## src/rtl/te_pkg.sv

```systemverilog
// Shared types and limits for the timing-engine radio-enable sequencer.
package te_pkg;

  localparam int TE_SYNC_STAGES_MIN = 2;

  typedef enum logic [1:0] {
    OFF      = 2'd0,
    PLL_WAIT = 2'd1,
    SETTLE   = 2'd2,
    RX_ON    = 2'd3
  } te_seq_state_e;

endpackage

```

## src/rtl/te_sync_cell.sv

```systemverilog
// Single-bit multi-flop synchroniser; the sole CDC/isolation attach point.
module te_sync_cell
  import te_pkg::*;
#(
  parameter int STAGES = TE_SYNC_STAGES_MIN
) (
  input  logic ck,
  input  logic arst_n,
  input  logic d,
  output logic q
);

  logic [STAGES-1:0] ff;

  always_ff @(posedge ck or negedge arst_n) begin
    if (!arst_n) ff <= '0;
    else         ff <= {ff[STAGES-2:0], d};
  end

  assign q = ff[STAGES-1];

endmodule

```

## src/rtl/te_radio_seq.sv

```systemverilog
// Resynchronises async levels and sequences radio power-up: enable, settle, then RX.
module te_radio_seq
  import te_pkg::*;
#(
  parameter int NUM_CH      = 2,
  parameter int SYNC_STAGES = 2,
  parameter int SETTLE_W    = 8
) (
  input  logic                ck,
  input  logic                arst_n,
  input  logic [NUM_CH-1:0]   async_in,
  input  logic                pll_settled,
  input  logic                rx_req,
  input  logic [SETTLE_W-1:0] settle_cycles,
  output logic [NUM_CH-1:0]   sync_out,
  output logic                radio_enable,
  output logic                radio_rx_en,
  output logic                pll_lost,
  output logic [1:0]          seq_state
);

  localparam int NB = NUM_CH + 2;

  if (SYNC_STAGES < TE_SYNC_STAGES_MIN) begin : g_bad_stages
    $error("te_radio_seq: SYNC_STAGES must be >= %0d", TE_SYNC_STAGES_MIN);
  end
  if (NUM_CH < 1) begin : g_bad_ch
    $error("te_radio_seq: NUM_CH must be >= 1");
  end

  logic [NB-1:0] raw, syn;
  logic          pll_s, rx_s;

  assign raw = {rx_req, pll_settled, async_in};

  for (genvar i = 0; i < NB; i++) begin : g_sync
    te_sync_cell #(.STAGES(SYNC_STAGES)) u_sync (
      .ck     (ck),
      .arst_n (arst_n),
      .d      (raw[i]),
      .q      (syn[i])
    );
  end

  assign sync_out = syn[NUM_CH-1:0];
  assign pll_s    = syn[NUM_CH];
  assign rx_s     = syn[NUM_CH+1];

  te_seq_state_e       st, st_nxt;
  logic [SETTLE_W-1:0] cnt, cnt_nxt;
  logic                lost_nxt;

  // rx_req drop outranks PLL loss, so a simultaneous drop never pulses pll_lost
  always_comb begin
    st_nxt   = st;
    cnt_nxt  = cnt;
    lost_nxt = 1'b0;
    case (st)
      OFF: if (rx_s) st_nxt = PLL_WAIT;
      PLL_WAIT: begin
        if (!rx_s) st_nxt = OFF;
        else if (pll_s) begin
          st_nxt  = SETTLE;
          cnt_nxt = settle_cycles;
        end
      end
      SETTLE: begin
        if (!rx_s) st_nxt = OFF;
        else if (!pll_s) begin
          st_nxt   = PLL_WAIT;
          lost_nxt = 1'b1;
        end
        else if (cnt == '0) st_nxt = RX_ON;
        else cnt_nxt = cnt - SETTLE_W'(1);
      end
      RX_ON: begin
        if (!rx_s) st_nxt = OFF;
        else if (!pll_s) begin
          st_nxt   = PLL_WAIT;
          lost_nxt = 1'b1;
        end
      end
      default: st_nxt = OFF;
    endcase
  end

  always_ff @(posedge ck or negedge arst_n) begin
    if (!arst_n) begin
      st  <= OFF;
      cnt <= '0;
    end else begin
      st  <= st_nxt;
      cnt <= cnt_nxt;
    end
  end

  // Enables decoded from next state so they switch on the same edge as the state
  always_ff @(posedge ck or negedge arst_n) begin
    if (!arst_n) begin
      radio_enable <= 1'b0;
      radio_rx_en  <= 1'b0;
      pll_lost     <= 1'b0;
    end else begin
      radio_enable <= (st_nxt == SETTLE) || (st_nxt == RX_ON);
      radio_rx_en  <= (st_nxt == RX_ON);
      pll_lost     <= lost_nxt;
    end
  end

  assign seq_state = st;

endmodule

```

## config.mk

```make
export PLATFORM = sky130hd
export DESIGN_NAME = te_radio_seq
export DESIGN_NICKNAME = d
export VERILOG_FILES = /design/src/rtl/te_pkg.sv /design/src/rtl/te_sync_cell.sv /design/src/rtl/te_radio_seq.sv
export SDC_FILE = /design/constraint.sdc
export NUM_CORES = 1
export LEC_CHECK = 0
export CAP_MARGIN = 10
export CORE_AREA = 2 2 53 45
export DETAILED_ROUTE_END_ITERATION = 6
export DIE_AREA = 0 0 55 47
export PLACE_DENSITY = 0.75
export SETUP_SLACK_MARGIN = 0.05
export SYNTH_ARGS = -nofsm -noshare
export SYNTH_HDL_FRONTEND = slang
export SYNTH_SLANG_ARGS = --single-unit
```

## constraint.sdc

```tcl
create_clock -name ck -period 2.3 [get_ports ck]
set_clock_uncertainty 0.15 [all_clocks]
set_input_delay 0.345 -clock ck [delete_from_list [all_inputs] [get_ports ck]]
set_output_delay 0.345 -clock ck [all_outputs]
set_load 0.05 [all_outputs]
```

# [Yosys cells after proc, flatten, opt, wreduce, memory -nomap -nowiden]
# Index checks and enable logic that the tools add are counted.
[classes] addsub=1 n_eq_ne=10 n_mux=18 reduce_logical=6
[ops] operator="8-bit two-way mux" count=5
[ops] operator="2-bit two-way mux" count=8
[ops] operator="8-bit case mux with 2 select lines" count=1
[ops] operator="2-bit equality test, second input constant" count=4
[ops] operator="8-bit zero test" count=1
[ops] operator="2-bit by 1-bit != test with 1-bit output, second input constant" count=4
[ops] operator="2-bit case mux with 4 select lines" count=1
[ops] operator="8-bit by 1-bit subtractor with 8-bit output, second input constant" count=1
[ops] operator="6-bit AND reduction" count=1
[ops] operator="1-bit two-way mux" count=3
[ops] operator="2-bit by 1-bit equality test with 1-bit output, second input constant" count=1
[ops] operator="2-bit zero test" count=1
[ops] operator="2-bit != test, second input constant" count=1
[ops] operator="2-bit nonzero test" count=1
[ops] operator="2-bit OR reduction" count=1
[ops] operator="1-bit logical OR" count=1
[totals] reg_bits=21 inputBits=14 out_inout_bits=7 wordCells=44

# [Logic depth before layout (Yosys ltp)]
# Gate-level depths: netlist (run 1).
[logic_depth] ltp_word=7 depth_mapped=8 depth_no_buf=6

# [By module]
# Synthesis (run 1) repeated with hierarchy kept, for this count alone.
[hier_totals] hier_cells=83 hier_area_um2=938.4
[modules_own_cells] mod="te_radio_seq" n_inst=1 cells_each=75 area_each_um2=738.2 seq_area_each_um2=325.3
[modules_own_cells] mod="te_sync_cell" n_inst=4 cells_each=2 area_each_um2=50.0 seq_area_each_um2=50.0

# [Worst setup path before layout (run 1)]
# No wires, ideal clock.
[synth_timing] path_type="reg2reg" start="register cnt[0]" end="register cnt[5]" setup_time_ns=0.128 arrival_time_ns=1.728 required_ns=2.022 setup_slack_ns=0.294 stages_incl_launch_ff=9 path_cell_list="dfrtp_1 > inv_1 > ha_1 > or3b_1 > buf_4 > o311a_1 > buf_4 > a21oi_1 > a21oi_1"
[synth_via] elab_chain_cells=5 word_cells_on_any_way=8 cone_classes="1 x add/sub; 1 x eq/ne; 4 x mux; 2 x reduce/logical"
[synth_lines] item="start: declaration" line_no="te_radio_seq.sv:50" text="logic [SETTLE_W-1:0] cnt, cnt_nxt;"
[synth_lines] item="start signal: assignment" line_no="te_radio_seq.sv:93" text="cnt <= cnt_nxt;"
[synth_lines] item="8-bit by 1-bit subtractor with 8-bit output" line_no="te_radio_seq.sv:74" text="else cnt_nxt = cnt - SETTLE_W'(1);"
[synth_lines] item="8-bit two-way mux" line_no="te_radio_seq.sv:73" text="else if (cnt == '0) st_nxt = RX_ON;"
[synth_lines] item="8-bit two-way mux" line_no="te_radio_seq.sv:69" text="else if (!pll_s) begin"
[synth_lines] item="8-bit two-way mux" line_no="te_radio_seq.sv:68" text="if (!rx_s) st_nxt = OFF;"
[synth_lines] item="8-bit case mux with 2 select lines" line_no="te_radio_seq.sv:58" text="case (st)"
# Several ways; a longest one is shown, not always the timed one. The select of a mux whose other input is x is not followed.
# A chain may end at the register's enable or synchronous reset.

# [Worst setup path after layout (run 1)]
[layout_timing] start="register st[1] (netlist: seq_state[1])" end="output seq_state[1]"
[layout_rtl] item="start: declaration" line_no="te_radio_seq.sv:49" text="te_seq_state_e st, st_nxt;"
[layout_rtl] item="start signal: assignment" line_no="te_radio_seq.sv:92" text="st <= st_nxt;"
[layout_rtl] item="end: declaration" line_no="te_radio_seq.sv:19" text="output logic [1:0] seq_state"
# No word-level cell between the ends.

==> flow_metrics.py, run 1 <==
metrics = {
    "power": {
        "p_leak_nw": 0.493,
        "ir_worst_vdd_mv": 0.458,
        "power_density_nw_per_um2": 673,
    },
    "critical_path": {
        "required_ps": 1800,
        "r2r-start": "cnt[0]$_DFFE_PN0P_",
        "r2r-end": "cnt[4]$_DFFE_PN0P_",
        "arrival_ps": 1660,
        "cp_slowest_cell": "clkdlybuf4s50_1",
        "critPathLaunch": "seq_state[1]$_DFF_PN0_",
        "cp.depth": 1,
        "crit_type": "register to primary output",
        "path_cells": "clkdlybuf4s50_1",
        "r2r_slack_ps": 200,
        "critPathLaunchType": "register",
        "endpoint": "seq_state[1]",
        "reg2regPathDepth": 6,
        "slowest_delay_ps": 850,
        "endpoint_kind": "primary output",
        "path_max_fanout": 9,
        "path_buf_inv": 1,
        "critPathTopFamily": "buffers and inverters",
    },
    "status": {
        "status": "complete, no violations",
    },
    "route": {
        "ant_nets": 0,
        "wirelength_mm": 1.85,
        "vias": 704,
        "firstDrtPassIters": 4,
        "drt_iter0_markers": 22,
        "viasPerCell": 5.33,
        "route.detailed.drc": 0,
        "wire_per_inst_um": 14.0,
    },
    "layout": {
        "fill_cells": 177,
        "drive_gt1_share_pct": 15.0,
        "syn2layout_area_growth_pct": 26.3,
        "fin_util_pct": 58.4,
        "diodes": 0,
        "final_cells": 132,
        "register_area_um2": 526,
        "multiInputGateArea_um2": 379,
        "final_net_count": 123,
    },
    "timing": {
        "min_period_ps": 2150,
        "max-slew-margin-rel_pct": 66.7,
        "setup_viol": 0,
        "worst_hold_slack_ps": 207,
        "tightest_slew_ps": 498,
        "finalCritPeriodShare_pct": 93.6,
        "tns_ps": 0,
        "fmax_mhz": 464,
        "slew_viol_final": 0,
        "hold_violations": 0,
        "rsz0062_at_grt": "yes",
    },
    "clock_tree": {
        "worstSkewPairLatency_ps": 310,
        "clk_pin_slew_ps": 120,
        "cts-root-buf": "clkbuf_4",
        "clockBufferDepth": 2,
        "clock-sinks": 21,
        "htree_levels": 1,
        "cts_tree": "built",
        "cts_buffers": 3,
        "hold_buffers": 0,
    },
    "synth": {
        "syn_inst": 86,
        "synthesis.nets": 101,
        "syn_avg_cell_area_um2": 11.1,
        "synthDistinctLibCells": 32,
        "yosysSeqAreaShare_pct": 55.0,
        "ys_ff_latch": 21,
        "yosys_warnings": 0,
        "syn_area_um2": 955,
    },
    "global_route": {
        "antenna_found_initial": 0,
        "grt-ovfl-total": 0,
        "grt_max_degree": 22,
        "grt_pass1_wl_mm": 3.03,
        "grt_usage_pct": 17.2,
        "grt_pass1_vias": 675,
    },
    "placed_design": {
        "dp_hpwl_mm": 1.32,
        "dp.cells": 126,
        "port_buffers": 20,
        "routabilityCongestion": 0.745,
    },
    "floorplan": {
        "ios": 21,
        "die_area_um2": 2590,
        "core_area_um2": 2060,
        "initial_core_util_pct": 46.2,
        "rows": 15,
        "die_h_um": 47,
        "die_x_um": 55,
    },
    "job": {
        "max_cap_viol_count": 0,
    },
    "min_path": {
        "hp-class": "input pin to async pin",
    },
}
-- cell families after synthesis --
kind of cell | after synthesis | share of synthesized area (%)
fa+ha+maj | 1 | 1.31
buf+inv | 10 | 6.42
flops | 21 | 55.0
compound gates | 28 | 22.3
simple gates | 26 | 14.9
-- power by group --
part	switching [W]	internal [W]	total, W
clock	0.000114	0.0000663	0.000180
combinational	0.0000856	0.0000834	0.000169
sequential	0.0000502	0.000413	0.000463
-- registers in the layout, summed over array words and instances, names as in the netlist --
| name | flops |
|---|---|
| cnt | 8 |
| g_sync.u_sync.ff | 8 |
| pll_lost | 1 |
| radio_enable | 1 |
| radio_rx_en | 1 |
| seq_state | 2 |
-- worst min-delay path by stage --
stage                                                start                                to  slack, ps
after floorplan                                     arst_n                cnt[0]$_DFFE_PN0P_       -100
after global placement    g_sync[1].u_sync.ff[0]$_DFF_PN0_  g_sync[1].u_sync.ff[1]$_DFF_PN0_        180
after detailed placement  g_sync[2].u_sync.ff[0]$_DFF_PN0_  g_sync[2].u_sync.ff[1]$_DFF_PN0_        190
after CTS                                           arst_n  g_sync[3].u_sync.ff[0]$_DFF_PN0_        210
after global routing                                arst_n  g_sync[3].u_sync.ff[0]$_DFF_PN0_        220
final                                               arst_n  g_sync[3].u_sync.ff[0]$_DFF_PN0_        210
-- cell usage in the layout, fill, tap and decap left out, types with 2 or more instances in the layout --
master,Yosys,routed
dfrtp_1,21,21
clkdlybuf4s50_1,0,19
nand2_1,8,8
a21oi_1,8,8
nor2_1,6,6
o22ai_1,4,4
buf_4,5,4
inv_1,3,3
or4_4,3,3
clkbuf_4,1,3
nand2b_1,2,2
o21ai_1,2,2
a2bb2oi_1,2,2
nand3_1,2,2
-- repair_timing --
action / 4_1_cts / 5_1_grt
cloned: 0 / 0
endpoints found under the setup margin: 1 / 7
setup buffers: 0 / 2
resized for setup: 1 / 1
pin swaps: 0 / 1
-- area by class of cell --
class / instances / share of cell area, %
clock buffers: 3 / 1.87
repair buffers: 24 / 19.0
clock inverters: 1 / 0.622
multi-input cells: 55 / 31.4
well taps: 25 / 2.59
flip-flops and latches: 21 / 43.6
inverters: 3 / 0.934
-- synth_stat cells --
master	number	area [um2]
buf_2	1	5.00
nand2_1	8	30.0
o211a_1	1	10.0
o311ai_4	1	26.3
o22ai_1	4	25.0
a31oi_1	1	6.26
nor3_1	1	5.00
clkbuf_4	1	7.51
nand2b_1	2	12.5
nor2_1	6	22.5
o21ai_1	2	10.0
nor2b_1	1	6.26
o22a_1	1	8.76
o32ai_1	1	8.76
dfrtp_1	21	526
a21oi_1	8	40.0
o211a_2	1	10.0
ha_1	1	12.5
o311a_1	1	10.0
or3_1	1	6.26
o211ai_1	1	7.51
or3_2	1	7.51
inv_1	3	11.3
nand3_1	2	10.0
or3b_1	1	8.76
o2111a_1	1	11.3
buf_4	5	37.5
o21ai_0	1	5.00
a21oi_2	1	8.76
a2bb2oi_1	2	17.5
a21boi_1	1	7.51
or4_4	3	33.8
-- metrics by stage --
| step | instance area [um2] | setup slack (ps) | power [W] |
|---|---|---|---|
| global placement | 1150 | 184 | 0.000626 |
| detailed placement | 1150 | 128 | 0.000634 |
| CTS | 1180 | 108 | 0.000813 |
| global route | 1210 | 47.6 | 0.000867 |
| finish | 1210 | 147 | 0.000812 |
| floorplan | 955 | 294 | 0.000575 |
-- per-layer routing --
| layer | vias up | GRT usage [%] | routed length, um |
|---|---|---|---|
| met2 | 15 | 26.2 | 876 |
| met5 | - | 0 | 0 |
| met4 | 0 | 10.2 | 34 |
| li1 | 352 | - | - |
| met1 | 333 | 23.4 | 876 |
| met3 | 4 | 2.87 | 60 |
(Power assumes the default switching activity.)
==> run 2: changes to the inputs <==
--- a/config.mk
+++ b/config.mk
@@ -5,7 +5,6 @@
 export SDC_FILE = /design/constraint.sdc
 export NUM_CORES = 1
 export LEC_CHECK = 0
-export CAP_MARGIN = 10
 export CORE_AREA = 2 2 53 45
 export DETAILED_ROUTE_END_ITERATION = 6
 export DIE_AREA = 0 0 55 47
==> results of run 2 <==
Final layout, timing and power as in run 1 (identical DEF).
